**config.mk**
```make
export PLATFORM = sky130hd
export DESIGN_NAME = tank_move_controller
export DESIGN_NICKNAME = d
export VERILOG_FILES = /design/src/rtl/tank_pkg.sv /design/src/rtl/tank_dir_encoder.sv /design/src/rtl/tank_move_controller.sv
export SDC_FILE = /design/constraint.sdc
export NUM_CORES = 1
export LEC_CHECK = 0
export BUFFER_PORTS_ARGS = -buffer_cell sky130_fd_sc_hd__clkbuf_2
export CORE_MARGIN = 5
export CORE_UTILIZATION = 30
export CTS_CLUSTER_SIZE = 8
export DETAILED_ROUTE_END_ITERATION = 8
export GPL_TIMING_DRIVEN = 0
export PLACE_DENSITY_LB_ADDON = 0.12
export SLEW_MARGIN = 20
export SYNTH_ARGS = -nofsm -noshare
export SYNTH_HDL_FRONTEND = slang
export SYNTH_SLANG_ARGS = --single-unit
```
**constraint.sdc**
```tcl
create_clock -name clk -period 4.4 [get_ports clk]
set_input_delay 0.88 -clock clk [delete_from_list [all_inputs] [get_ports clk]]
set_output_delay 0.88 -clock clk [all_outputs]
set_load 0.02 [all_outputs]
```
**src/rtl/tank_pkg.sv**
```systemverilog
// tank_pkg: types and constants shared by the tank motion and drawing stages.
//   dir_t        - facing / requested direction (00 up, 01 right, 10 down, 11 left)
//   move_state_t - motion FSM states
//   SCREEN_W/H   - visible screen size in pixels
//   clamp_coord  - saturate a 12-bit signed coordinate into [0, hi]
package tank_pkg;

  localparam int SCREEN_W = 640;
  localparam int SCREEN_H = 480;

  typedef enum logic [1:0] {
    DIR_UP    = 2'd0,
    DIR_RIGHT = 2'd1,
    DIR_DOWN  = 2'd2,
    DIR_LEFT  = 2'd3
  } dir_t;

  typedef enum logic [1:0] {
    IDLE    = 2'd0,
    MOVE    = 2'd1,
    BLOCKED = 2'd2
  } move_state_t;

  function automatic logic [10:0] clamp_coord(input logic signed [11:0] v,
                                              input logic signed [11:0] hi);
    if (v < 12'sd0)   return 11'd0;
    else if (v > hi)  return hi[10:0];
    else              return v[10:0];
  endfunction

endpackage

```
**src/rtl/tank_dir_encoder.sv**
```systemverilog
// tank_dir_encoder: priority encoder from the four direction keys to a
// direction request. Priority up > right > down > left; valid=0 when no key.
//   key_up/key_right/key_down/key_left - debounced key levels
//   valid                              - some key is pressed
//   dir                                - highest-priority pressed direction
module tank_dir_encoder
  import tank_pkg::*;
(
  input  logic key_up,
  input  logic key_right,
  input  logic key_down,
  input  logic key_left,
  output logic valid,
  output dir_t dir
);

  always_comb begin
    valid = 1'b1;
    dir   = DIR_UP;
    if (key_up)         dir = DIR_UP;
    else if (key_right) dir = DIR_RIGHT;
    else if (key_down)  dir = DIR_DOWN;
    else if (key_left)  dir = DIR_LEFT;
    else                valid = 1'b0;
  end

endmodule

```
**src/rtl/tank_move_controller.sv**
```systemverilog
// tank_move_controller: once-per-frame tank motion update feeding the tank
// drawing stage. Keys and the latched collision flag are consumed on the
// startOfFrame cycle; registered outputs change on the following cycle and
// hold for the rest of the frame.
//   clk, resetN          - clock, asynchronous active-low reset
//   startOfFrame         - one-cycle frame pulse
//   keyUp/Right/Down/Left- debounced key levels
//   collision            - tank drawing overlaps a solid object this cycle
//   topLeftX/topLeftY    - tank top-left corner
//   tankDir              - facing (00 up, 01 right, 10 down, 11 left)
//   moving               - position changed in the last frame update
// Optional feature: define TANK_GRID_ALIGN_EN to snap the perpendicular
// coordinate to a GRID multiple whenever the tank turns.
module tank_move_controller #(
  parameter int INIT_X         = 304,
  parameter int INIT_Y         = 400,
  parameter int SPEED          = 2,
  parameter int OBJECT_WIDTH_X = 32,
  parameter int SCREEN_W       = 640,
  parameter int SCREEN_H       = 480,
  parameter int GRID           = 16
) (
  input  logic        clk,
  input  logic        resetN,
  input  logic        startOfFrame,
  input  logic        keyUp,
  input  logic        keyRight,
  input  logic        keyDown,
  input  logic        keyLeft,
  input  logic        collision,
  output logic [10:0] topLeftX,
  output logic [10:0] topLeftY,
  output logic [1:0]  tankDir,
  output logic        moving
);
  import tank_pkg::*;

  localparam logic signed [11:0] MAX_X = 12'(SCREEN_W - OBJECT_WIDTH_X);
  localparam logic signed [11:0] MAX_Y = 12'(SCREEN_H - OBJECT_WIDTH_X);
  localparam logic signed [11:0] STEP  = 12'(SPEED);

  // Snapping relies on masking, so GRID must be a power of two.
  if ((GRID <= 0) || ((GRID & (GRID - 1)) != 0)) begin : g_bad_grid
    $error("GRID must be a power of two");
  end

  logic        req_valid;
  dir_t        req_dir;

  tank_dir_encoder u_enc (
    .key_up   (keyUp),
    .key_right(keyRight),
    .key_down (keyDown),
    .key_left (keyLeft),
    .valid    (req_valid),
    .dir      (req_dir)
  );

  logic [10:0] x_q, x_d, y_q, y_d, px_q, px_d, py_q, py_d;
  dir_t        dir_q, dir_d, blk_dir_q, blk_dir_d;
  move_state_t state_q, state_d;
  logic        moving_q, moving_d, col_flag_q, col_flag_d;
  logic        col_now;
  logic signed [11:0] sx, sy;

`ifdef TANK_GRID_ALIGN_EN
  localparam logic [11:0] GHALF = 12'(GRID / 2);
  localparam logic [11:0] GMASK = ~12'(GRID - 1);
  logic signed [11:0] snap_x, snap_y;
  // Round half up: add half a cell, then drop the low bits.
  assign snap_x = signed'(({1'b0, x_q} + GHALF) & GMASK);
  assign snap_y = signed'(({1'b0, y_q} + GHALF) & GMASK);
`endif

  assign sx = signed'({1'b0, x_q});
  assign sy = signed'({1'b0, y_q});

  always_comb begin
    x_d        = x_q;
    y_d        = y_q;
    px_d       = px_q;
    py_d       = py_q;
    dir_d      = dir_q;
    blk_dir_d  = blk_dir_q;
    state_d    = state_q;
    moving_d   = moving_q;
    // A collision on the startOfFrame cycle belongs to the frame just ending.
    col_now    = col_flag_q | collision;
    col_flag_d = col_now;
    if (startOfFrame) begin
      col_flag_d = 1'b0;
      if (col_now && state_q == MOVE) begin
        x_d       = px_q;
        y_d       = py_q;
        state_d   = BLOCKED;
        blk_dir_d = dir_q;
      end else if (!req_valid) begin
        state_d = IDLE;
      end else if (req_dir != dir_q) begin
        dir_d   = req_dir;
        state_d = MOVE;
`ifdef TANK_GRID_ALIGN_EN
        if (req_dir == DIR_UP || req_dir == DIR_DOWN) x_d = clamp_coord(snap_x, MAX_X);
        else                                          y_d = clamp_coord(snap_y, MAX_Y);
`endif
      end else if (!(state_q == BLOCKED && req_dir == blk_dir_q)) begin
        px_d    = x_q;
        py_d    = y_q;
        state_d = MOVE;
        case (dir_q)
          DIR_UP:    y_d = clamp_coord(sy - STEP, MAX_Y);
          DIR_RIGHT: x_d = clamp_coord(sx + STEP, MAX_X);
          DIR_DOWN:  y_d = clamp_coord(sy + STEP, MAX_Y);
          default:   x_d = clamp_coord(sx - STEP, MAX_X);
        endcase
      end
      moving_d = (x_d != x_q) || (y_d != y_q);
    end
  end

  always_ff @(posedge clk or negedge resetN) begin
    if (!resetN) begin
      x_q        <= 11'(INIT_X);
      y_q        <= 11'(INIT_Y);
      px_q       <= 11'(INIT_X);
      py_q       <= 11'(INIT_Y);
      dir_q      <= DIR_UP;
      blk_dir_q  <= DIR_UP;
      state_q    <= IDLE;
      moving_q   <= 1'b0;
      col_flag_q <= 1'b0;
    end else begin
      x_q        <= x_d;
      y_q        <= y_d;
      px_q       <= px_d;
      py_q       <= py_d;
      dir_q      <= dir_d;
      blk_dir_q  <= blk_dir_d;
      state_q    <= state_d;
      moving_q   <= moving_d;
      col_flag_q <= col_flag_d;
    end
  end

  assign topLeftX = x_q;
  assign topLeftY = y_q;
  assign tankDir  = dir_q;
  assign moving   = moving_q;

endmodule

```
== After elaboration in Yosys (flattened, before gate mapping) ==
Index checks and enable logic that the tools add are counted.
Operators by class
  add/sub/neg operators: 4
  order comparisons: 8
  eq/ne operators: 9
  muxes and demuxes: 33
  bitwise logic cells: 4
  reduce and logical (&&, ||, !) cells: 9
Operator list (number)
  11-bit two-way mux: 18
  12-bit by 1-bit less-than comparator with 1-bit output, second input constant: 4
  11-bit one-hot mux with 2 select lines: 2
  11-bit by 2-bit adder with 12-bit output, second input constant: 2
  12-bit by 10-bit > comparator with 1-bit output, second input constant: 2
  12-bit by 11-bit > comparator with 1-bit output, second input constant: 2
  11-bit by 2-bit subtractor with 12-bit output, second input constant: 2
  11-bit != test: 2
  2-bit two-way mux: 8
  1-bit two-way mux: 5
  5-bit AND reduction: 1
  2-bit by 1-bit equality test with 1-bit output, second input constant: 2
  2-bit equality test, second input constant: 2
  4-bit != test, second input constant: 1
  2-bit AND reduction: 2
  4-bit AND reduction: 1
  1-bit NOT: 3
  2-bit equality test: 1
  1-bit logical AND: 2
  2-bit zero test: 1
  2-bit != test: 1
  2-bit OR reduction: 1
  1-bit logical OR: 1
  1-bit OR: 1
Word-level totals
  flip-flop bits (word level): 52
  input bits: 8
  word-level logic and storage cells: 76

== Logic depth before layout (Yosys ltp) ==
Gate-level depths: netlist of run 1.
  depth in word-level cells: 13
  mapped depth: 13
  mapped depth without buffers: 11

== Cells and area by module ==
From an unflattened synthesis of run 1, not the netlist that was laid out.
Second synthesis, totals
  cell total of the unflattened synthesis: 559
  area total of the unflattened synthesis: 4498.1 µm²
Modules (own cells, without submodules)
  tank_move_controller: instances 1, cells each 552, area an instance 4463.0 µm², seq. area each 1316.3 µm²
  tank_dir_encoder: instances 1, cells each 7, area an instance 35.0 µm², seq. area each 0.0 µm²

== Worst setup path after synthesis of run 1 ==
Ideal clock, no wire load.
  kind: register to register
  from: register x_q[1] (netlist: topLeftX[1])
  to: register moving_q (netlist: moving)
  arrival time: 3.108 ns
  data required time: 4.274 ns
  setup slack: 1.166 ns
  cell stages (with the launch flop): 13
  buffers on the path: 1
  path through: dfrtp_1 > clkbuf_1 > inv_1 > ha_1 > nor4_1 > xor2_1 > o21ai_0 > a21oi_2 > nor2_4 > o311a_1 > a2111oi_2 > o2111ai_1 > o32a_1
On the way
  longest elaborated chain between the ends: 12
Ends and longest elaborated chain
  start, declared: RTL line tank_move_controller.sv:59  | logic [10:0] x_q, x_d, y_q, y_d, px_q, px_d, py_q, py_d;
  start signal, assigned: RTL line tank_move_controller.sv:123  | x_q <= 11'(INIT_X);
  11-bit by 2-bit subtractor with 12-bit output / 11-bit by 2-bit adder with 12-bit output (equally long branches): RTL line tank_move_controller.sv:114, tank_move_controller.sv:112
  12-bit by 11-bit > comparator with 1-bit output: RTL line tank_pkg.sv:27  | else if (v > hi) return hi[10:0];
  11-bit two-way mux: RTL line tank_pkg.sv:27
  11-bit two-way mux: RTL line tank_pkg.sv:26  | if (v < 12'sd0) return 11'd0;
  11-bit one-hot mux with 2 select lines: RTL line tank_move_controller.sv:110  | case (dir_q)
  11-bit two-way mux: RTL line tank_move_controller.sv:106  | end else if (!(state_q == BLOCKED && req_dir == blk_dir_q)) begin
  11-bit two-way mux: RTL line tank_move_controller.sv:99  | end else if (req_dir != dir_q) begin
  11-bit two-way mux: RTL line tank_move_controller.sv:97  | end else if (!req_valid) begin
  11-bit two-way mux: RTL line tank_move_controller.sv:92  | if (col_now && state_q == MOVE) begin
  11-bit two-way mux: RTL line tank_move_controller.sv:90  | if (startOfFrame) begin
  11-bit != test (*): RTL line tank_move_controller.sv:117  | moving_d = (x_d != x_q) || (y_d != y_q);
  1-bit logical OR (*): RTL line tank_move_controller.sv:117
  end signal, assigned: RTL line tank_move_controller.sv:140  | moving_q <= moving_d;
  end, declared: RTL line tank_move_controller.sv:62  | logic moving_q, moving_d, col_flag_q, col_flag_d;
Every way passes the cells marked *; elsewhere a longest branch is shown, timed or not. The select of a mux whose other input is x is not followed.
A chain may end at the register's enable or synchronous reset.

== Worst setup path in the final report of run 1 ==
Same ends and word-level chain as after synthesis.

==> results by group, run 1 <==
Clock network
  – CTS clk-pin slew, worst paths: 80 ps
  – Clock Latency Late Sink: 300 ps
  – Post-CTS setup buffer count: 0
  – CTS Hold Bufs: 0
  – CTS tree: built
  – Bufs on Longest Clock Path: 2
  – H-tree level count: 2
  – Num CTS Buffers: 5
  – CTS resizes: 0
  – Root buffer cell: clkbuf_16
  – CTS Sinks: 52

Layout
  – Layout area overhead: 12.7%
  – Commonest non-fill, non-tap cell in the layout: nand2_1
  – Post-layout util: 0.341
  – Antenna cells: 0
  – Net count of the finished layout: 638
  – Layout cell share with drive strength beyond 1: 0.174
  – Most frequent cells in the layout: nand2_1, nor2_1, o21ai_0, dfrtp_1, clkbuf_1

Pwr
  – Seq pwr share: 0.232
  – Leak: 2.04 nW
  – Power Internal: 1.78 mW
  – Worst vdd ir: 0.000311 V
  – Proportion of power drawn by the clock network: 0.108
  – Psw: 1.92 mW
  – Part of the power in combinational logic: 0.660
  – Net Sw Frac: 0.520
  – Pwr Density: 691 nW/µm²

Floorplanning
  – Die width: 136 µm
  – Full die area: 18400 µm²
  – I/O pins: 33
  – Die Y: 136 µm
  – Initial core utilization: 0.302
  – Row cnt: 46
  – Core Region: 15700 µm²

Synth
  – Post-synth EDFFs: 0
  – Area leader, netlist: dfrtp_1
  – Top-area cell type share of the netlist area: 0.211
  – Ys flop type: dfrtp_1
  – Synth area leaders: dfrtp_1, dfstp_2, mux2_2
  – Ys async rst share: 1.00
  – Synthesized flop and latch total: 52
  – Yosys warnings: 0
  – Register area share after synthesis: 0.277
  – Syn_nets: 598
  – Average size of a mapped cell: 8.11 µm²
  – Synth unique cells: 80
  – Cell area after synthesis: 4750 µm²
  – Cells after Synth: 585

Setup path
  – Register-to-register setup slack: 470 ps
  – Slowest-stage cell, CP: a2111oi_0
  – Worst EP required: 4580 ps
  – CP max stage delay: 770 ps
  – Worst-path cell chain: clkbuf_1, inv_1, ha_1, nor2_1, nand4_1, a21o_1, a2111oi_0, a2111oi_0, a211oi_1, nand4_1, o32a_1
  – CP endpoint kind: flop
  – Reg-to-reg startpoint: topLeftX[1]
  – Worst path bufs/invs: 2
  – Max FO, Critical Path: 10
  – Critical path's top delay family: compound AO/OA/AOI/OAI gates
  – Critical path launch point type: flop
  – WS Path Type: flop to flop
  – Critical Path Start: topLeftX[1]
  – CP Data Arrival Time: 4110 ps

STA
  – Clk_skew: 8.27 ps
  – Max-slew violation count: 0
  – Minimum clock period: 3930 ps
  – Fmax: 254 MHz
  – Final Hold Fails: 0
  – Relative slew slack: 0.305
  – RSZ-0062 raised after global routing: no
  – # setup viols final: 0
  – Setup total negative slack: 0 ps
  – Worst-margin pin slew: 1040 ps
  – Period Utilization, post-route: 0.893

Detailed routing
  – Avg WL per Cell: 20.9 µm
  – Routed Antenna Nets: 0
  – Routed via count: 4889
  – # DRC: 0
  – WL final: 17600 µm
  – Vias per cell: 5.81
  – Drt initial violations: 394
  – Total iterations of the first detailed-routing run: 5

Global routing
  – First-pass GRT wire length: 27600 µm
  – Overall Global Routing Usage: 0.193
  – Initial antenna violation count: 0
  – Overflow after GRT: 0
  – Number of global-route vias before repair: 4653
  – Largest net degree at the start of global routing: 29

Min path
  – Hold crit path type: input pin to asynchronous set/reset pin

Placed design
  – Buffers on Ports: 32
  – Routability cong.: 0.896
  – Hpwl dp: 13200 µm

Run
  – Maxcap violations: 0

Outcome
  – Status: finished clean
## routing by layer
metal / global-route usage / part of all wire / vias to the layer above
li1: - / - / 2270
met1: 0.267 / 0.46 / 2430
met2: 0.317 / 0.47 / 162
met3: 0.0204 / 0.043 / 27
met4: 0.0605 / 0.023 / 0
met5: 0 / 0 / -
## power groups by stage
stage / Sequential, mW / Combinational (mW) / Clock [mW]
3_3_place_gp: 0.861 / 2.41 / 0
2_1_floorplan: 0.918 / 1.64 / 0
3_5_place_dp: 0.867 / 2.40 / 0
5_1_grt: 0.888 / 2.63 / 0.429
6_report: 0.858 / 2.44 / 0.401
4_1_cts: 0.859 / 2.41 / 0.413
## area by class of cell
type / count / area (µm²)
clock buffer: 5 / 125
multi-input combinational: 464 / 3140
inverter: 15 / 56.3
fill: 1694 / 10400
clock inverter: 3 / 21.3
timing repair buffer: 33 / 183
buffer: 54 / 244
tap: 216 / 270
sequential: 52 / 1320
## cell families (layout without fill, tap and decap cells)
| group | Yosys count | in the layout | synth area share |
|---|---|---|---|
| AOI/OAI and AO/OA | 180 | 180 | 0.275 |
| xor gates and xnor gates | 39 | 39 | 0.0720 |
| adders and majority gates | 6 | 6 | 0.0153 |
| buffers and inverters | 69 | 110 | 0.0633 |
| DFF | 52 | 52 | 0.277 |
| muxes | 29 | 29 | 0.0677 |
| and+or+nand+nor | 210 | 210 | 0.230 |
## final timing paths
path / end / depth (start not counted)
max: moving / 11
min: topLeftY[2] / 1
max reg2reg: moving / 11
min reg2reg: col_flag_q / 2
max in group asynchronous: topLeftX[8] / 2
min in group clk: col_flag_q / 2
## flip-flops by register name, summed over array words and instances (netlist names)
signal	cells
moving	1
state_q	2
topLeftY	11
px_q	11
blk_dir_q	2
topLeftX	11
col_flag_q	1
py_q	11
tankDir	2
## Yosys cell counts, types with 7 or more instances
library cell,instances
dfrtp_1,40
nand2_1,48
a22o_1,10
and3_1,9
inv_1,15
dfstp_2,12
a21oi_1,24
clkbuf_1,37
nor4_1,8
nor3_1,21
a211oi_1,9
buf_2,9
a21o_1,7
o211ai_1,7
a31oi_1,10
nand4_1,13
nor2_1,47
mux2_2,25
o21ai_0,40
xnor2_1,29
nand2b_1,7
xor2_1,10
nand3_1,21
## through the flow
stage / hold slack (ps) / total power [mW] / std cells / setup WS [ps] / instance area [µm²]
after floorplan: 453 / 2.56 / 585 / 1170 / 4750
after global placement: 483 / 3.27 / 833 / 474 / 5180
after detailed placement: 500 / 3.27 / 834 / 488 / 5200
after CTS: 518 / 3.69 / 842 / 520 / 5350
after global routing: 541 / 3.95 / 842 / 259 / 5350
final: 510 / 3.70 / 842 / 469 / 5350
No activity file was read; power rests on OpenSTA's default activity.
==> run 2, diff against run 1 <==
- clock period: 4.4 -> 3.8 ns (I/O delays scaled with it)
==> results by group, run 2 (synthesis gave the netlist of run 1 again) <==
Setup path
  – Critical path launch point type: flop
  – Critical Path Start: topLeftY[1]
  – Worst setup endpoint: moving
  – Critical path's top delay family: compound AO/OA/AOI/OAI gates
  – WS Path Type: flop to flop
  – CP endpoint kind: flop
  – Register-to-register setup slack: 190 ps
  – Worst-path cell chain: clkbuf_1, buf_2, inv_1, ha_1, xor2_1, o311ai_1, a32oi_2, nor3_1, o31ai_1, a22o_1, a311oi_1, nand4_1, o32a_1
  – Slowest-stage cell, CP: dfrtp_1
  – Worst path bufs/invs: 3
  – Reg-to-reg startpoint: topLeftY[1]
  – CP Data Arrival Time: 3790 ps
  – Critical R2R Capture: moving
  – Reg2Reg Depth: 13
  – Worst path depth: 13
  – Max FO, Critical Path: 10
  – CP max stage delay: 380 ps
  – Worst EP required: 3980 ps

STA
  – RSZ-0062 raised after global routing: no
  – Period Utilization, post-route: 0.949
  – # setup viols final: 0
  – Minimum clock period: 3610 ps
  – Max-slew violation count: 0
  – Final Hold Fails: 0
  – Setup total negative slack: 0 ps
  – Worst-margin pin slew: 1010 ps
  – Fmax: 277 MHz
  – Final hold slack: 392 ps
  – Clk_skew: 9.32 ps
  – Relative slew slack: 0.324

Placed design
  – Hpwl dp: 13200 µm
  – Buffers on Ports: 32
  – Routability cong.: 0.896

Global routing
  – Initial antenna violation count: 0
  – Largest net degree at the start of global routing: 29
  – Number of global-route vias before repair: 4653
  – Overall Global Routing Usage: 0.193
  – First-pass GRT wire length: 27600 µm
  – Overflow after GRT: 0

Pwr
  – Leak: 2.05 nW
  – Worst vdd ir: 0.000362 V
  – Power Internal: 2.08 mW
  – Net Sw Frac: 0.518
  – Pwr Density: 800 nW/µm²
  – Part of the power in combinational logic: 0.663
  – Seq pwr share: 0.230
  – Proportion of power drawn by the clock network: 0.107
  – Psw: 2.23 mW
  – Total Power: 4.31 mW

Layout
  – Antenna cells: 0
  – Layout area overhead: 13.6%
  – Net count of the finished layout: 638
  – Layout cell share with drive strength beyond 1: 0.187
  – Most frequent cells in the layout: nand2_1, nor2_1, dfrtp_1
  – Commonest non-fill, non-tap cell in the layout: nand2_1

Clock network
  – Root buffer cell: clkbuf_16
  – Num CTS Buffers: 5
  – Post-CTS setup buffer count: 0
  – Bufs on Longest Clock Path: 2
  – Clock Latency Late Sink: 300 ps
  – CTS Sinks: 52
  – CTS clk-pin slew, worst paths: 80 ps
  – H-tree level count: 2
  – CTS resizes: 2
  – CTS tree: built
  – CTS Hold Bufs: 0

Detailed routing
  – Routed via count: 4884
  – # DRC: 0
  – Vias per cell: 5.80
  – WL final: 17500 µm
  – Routed Antenna Nets: 0
  – Drt initial violations: 376
  – Avg WL per Cell: 20.8 µm
  – Total iterations of the first detailed-routing run: 5

Floorplanning
  – I/O pins: 33
  – Core Region: 15700 µm²
  – Row cnt: 46
  – Initial core utilization: 0.302
  – Die Y: 136 µm
  – Die width: 136 µm
  – Full die area: 18400 µm²

Run
  – Maxcap violations: 0

Min path
  – Hold crit path type: input pin to asynchronous set/reset pin

Outcome
  – Status: finished clean
## run 2: changes by cell type in the layout (fill, tap and decap cells not counted), sizes merged
cell	change
buf	+1
clkbuf	-1
## run 2: cell type report
cell class,instances,area (µm²)
clock buffer,5,125
clock inverter,3,21.3
fill,1687,10300
buffer,54,248
timing repair buffer,33,183
tap,216,270
multi-input combinational,464,3170
inverter,15,56.3
sequential,52,1320
## run 2: worst min-delay path by stage
stage | endpoint | cells after the start | startpoint | slack, ps
global route | topLeftY[2] | 1 | resetN | 420
CTS | topLeftY[2] | 1 | resetN | 410
floorplan | col_flag_q | 2 | col_flag_q | 450
finish | topLeftY[2] | 1 | resetN | 390
detailed placement | py_q[3] | 1 | py_q[3] | 500
global placement | col_flag_q | 2 | col_flag_q | 480
## run 2: layer usage
metal	GRT usage	wire, µm
met1	0.267	8120
met2	0.317	8180
met3	0.0204	703
met4	0.0605	541
met5	0	0
## run 2: power groups by stage
| stage | clock network, mW | registers [mW] | logic (mW) |
|---|---|---|---|
| 6_report | 0.462 | 0.992 | 2.86 |
| 5_1_grt | 0.497 | 1.03 | 3.09 |
| 4_1_cts | 0.479 | 0.995 | 2.80 |
| 3_5_place_dp | 0 | 1.00 | 2.78 |
| 3_3_place_gp | 0 | 0.997 | 2.79 |
| 2_1_floorplan | 0 | 1.06 | 1.90 |
## run 2: metrics by stage
step / setup WS (ps) / instances / utilization / cell area [µm²]
after floorplan: 566 / 585 / - / 4750
after global placement: -126 / 833 / 0.330 / 5180
after detailed placement: -49.0 / 834 / 0.331 / 5200
after CTS: 79.7 / 842 / 0.341 / 5350
after global routing: 21.7 / 842 / 0.343 / 5390
final: 193 / 842 / 0.343 / 5390
==> run 3, diff against run 2 <==
- CELL_PAD_IN_SITES_DETAIL_PLACEMENT: default -> 1
- CELL_PAD_IN_SITES_GLOBAL_PLACEMENT: default -> 1
==> results by group, run 3 (synthesis gave the netlist of run 1 again) <==
Outcome
  – Status: finished clean

Floorplanning
  – Die width: 136 µm
  – Die Y: 136 µm
  – Core Region: 15700 µm²
  – Row cnt: 46
  – I/O pins: 33
  – Initial core utilization: 0.302
  – Full die area: 18400 µm²

Detailed routing
  – # DRC: 0
  – Vias per cell: 5.81
  – Routed Antenna Nets: 0
  – Drt initial violations: 293
  – Routed via count: 4899
  – WL final: 19200 µm
  – Total iterations of the first detailed-routing run: 5
  – Avg WL per Cell: 22.8 µm

Setup path
  – CP max stage delay: 710 ps
  – Critical path launch point type: flop
  – Worst setup endpoint: moving
  – Reg-to-reg startpoint: topLeftY[4]
  – Register-to-register setup slack: 110 ps
  – CP most frequent cell: nand3_1
  – Worst-path cell chain: clkbuf_1, nand3_1, o211a_1, o311ai_0, nand3_1, a31o_2, nor2b_1, a211oi_1, nand4_1, o32a_1
  – Reg2Reg Depth: 10
  – Slowest-stage cell, CP: o311ai_0
  – WS Path Type: flop to flop
  – Critical Path Start: topLeftY[4]
  – Worst path depth: 10
  – Critical path's top delay family: compound AO/OA/AOI/OAI gates
  – Max FO, Critical Path: 8
  – CP endpoint kind: flop
  – Critical R2R Capture: moving
  – CP Data Arrival Time: 3890 ps
  – Worst path bufs/invs: 1
  – Worst EP required: 4000 ps

Pwr
  – Pwr Density: 813 nW/µm²
  – Worst vdd ir: 0.000247 V
  – Leak: 2.07 nW
  – Total Power: 4.39 mW

Global routing
  – Largest net degree at the start of global routing: 35
  – Overflow after GRT: 0
  – First-pass GRT wire length: 30000 µm
  – Number of global-route vias before repair: 5023
  – Initial antenna violation count: 0
  – Overall Global Routing Usage: 0.212

STA
  – Period Utilization, post-route: 0.971
  – Final Hold Fails: 0
  – Fmax: 271 MHz
  – Relative slew slack: 0.271
  – Max-slew violation count: 0
  – Clk_skew: 7.75 ps
  – Worst-margin pin slew: 1080 ps
  – Minimum clock period: 3690 ps
  – # setup viols final: 0
  – Worst setup slack after layout: 109 ps
  – RSZ-0062 raised after global routing: no

Layout
  – Net count of the finished layout: 639
  – Layout cell share with drive strength beyond 1: 0.198
  – Post-layout util: 0.344
  – Commonest non-fill, non-tap cell in the layout: nand2_1
  – Register area: 1320 µm²
  – Layout area overhead: 13.9%
  – Layout filler cell count: 1911
  – Non-filler cells, final: 843
  – Antenna cells: 0
  – Most frequent cells in the layout: nand2_1, nor2_1, dfrtp_1
  – Area of the multi-input gates: 3180 µm²

Clock network
  – Clock Latency Late Sink: 310 ps
  – Bufs on Longest Clock Path: 2
  – H-tree level count: 2
  – CTS tree: built
  – Root buffer cell: clkbuf_16
  – CTS clk-pin slew, worst paths: 80 ps
  – CTS Sinks: 52
  – Num CTS Buffers: 5

Placed design
  – Dpl ws: -79.5 ps
  – Dpl cells: 834
  – Routability cong.: 0.891
  – Hpwl dp: 14500 µm
  – Buffers on Ports: 32

Run
  – Maxcap violations: 0

Min path
  – Hold crit path type: input pin to asynchronous set/reset pin
run 3: cell count changes in the layout (fill, tap and decap cells not counted), sizes merged:
cell / delta
buf: -2
clkinvlp: -1
inv: -1
clkbuf: +3
clkinv: +2
run 3: layout make-up:
type                            instances  share of cell area
Buffer                                 54              0.0467
Clock buffer                            5              0.0231
Clock inverter                          3             0.00347
Inverter                               15              0.0104
Multi-Input combinational cell        464               0.588
Sequential cell                        52               0.243
Tap cell                              216              0.0500
Timing Repair Buffer                   34              0.0352
run 3: where the power goes:
group          switching, mW  leakage (nW)  internal [mW]
clock                  0.238        0.0736          0.244
sequential             0.213         0.634          0.795
combinational           1.84          1.37           1.06
run 3: worst reg2reg max path: cells and delay by family (launching register included):
kind	cells	cell delay, ps
DFF	1	530
buffers and inverters	1	340
AOI/OAI and AO/OA	5	1930
and+or+nand+nor	4	760
run 3: metal layers:
layer	part of all wire	routed length, µm	up-vias	track usage
li1	-	-	2273	-
met1	0.45	8630	2460	0.284
met2	0.49	9360	136	0.354
met3	0.039	759	30	0.0264
met4	0.024	462	0	0.0694
met5	0	0	-	0
run 3: stage by stage:
| stage | instance area [µm²] | hold WS [ps] | setup TNS [ps] |
|---|---|---|---|
| finish | 5410 | 355 | 0 |
| CTS | 5360 | 356 | 0 |
| floorplan | 4750 | 453 | 0 |
| global placement | 5180 | 484 | -43.8 |
| global route | 5410 | 370 | 0 |
| detailed placement | 5200 | 505 | -79.5 |
run 3: worst min path at each step:
stage,to,slack (ps)
global placement,col_flag_q,480
CTS,blk_dir_q[1],360
finish,topLeftY[2],350
floorplan,col_flag_q,450
global route,blk_dir_q[1],370
detailed placement,py_q[3],500
run 3: repair_timing:
item | CTS | global route
endpoints found under the hold margin | 0 | 0
buffers inserted | 0 | 1
gates resized for setup | 3 | 19
hold buffers | 0 | 0
setup endpoints to repair | 1 | 1
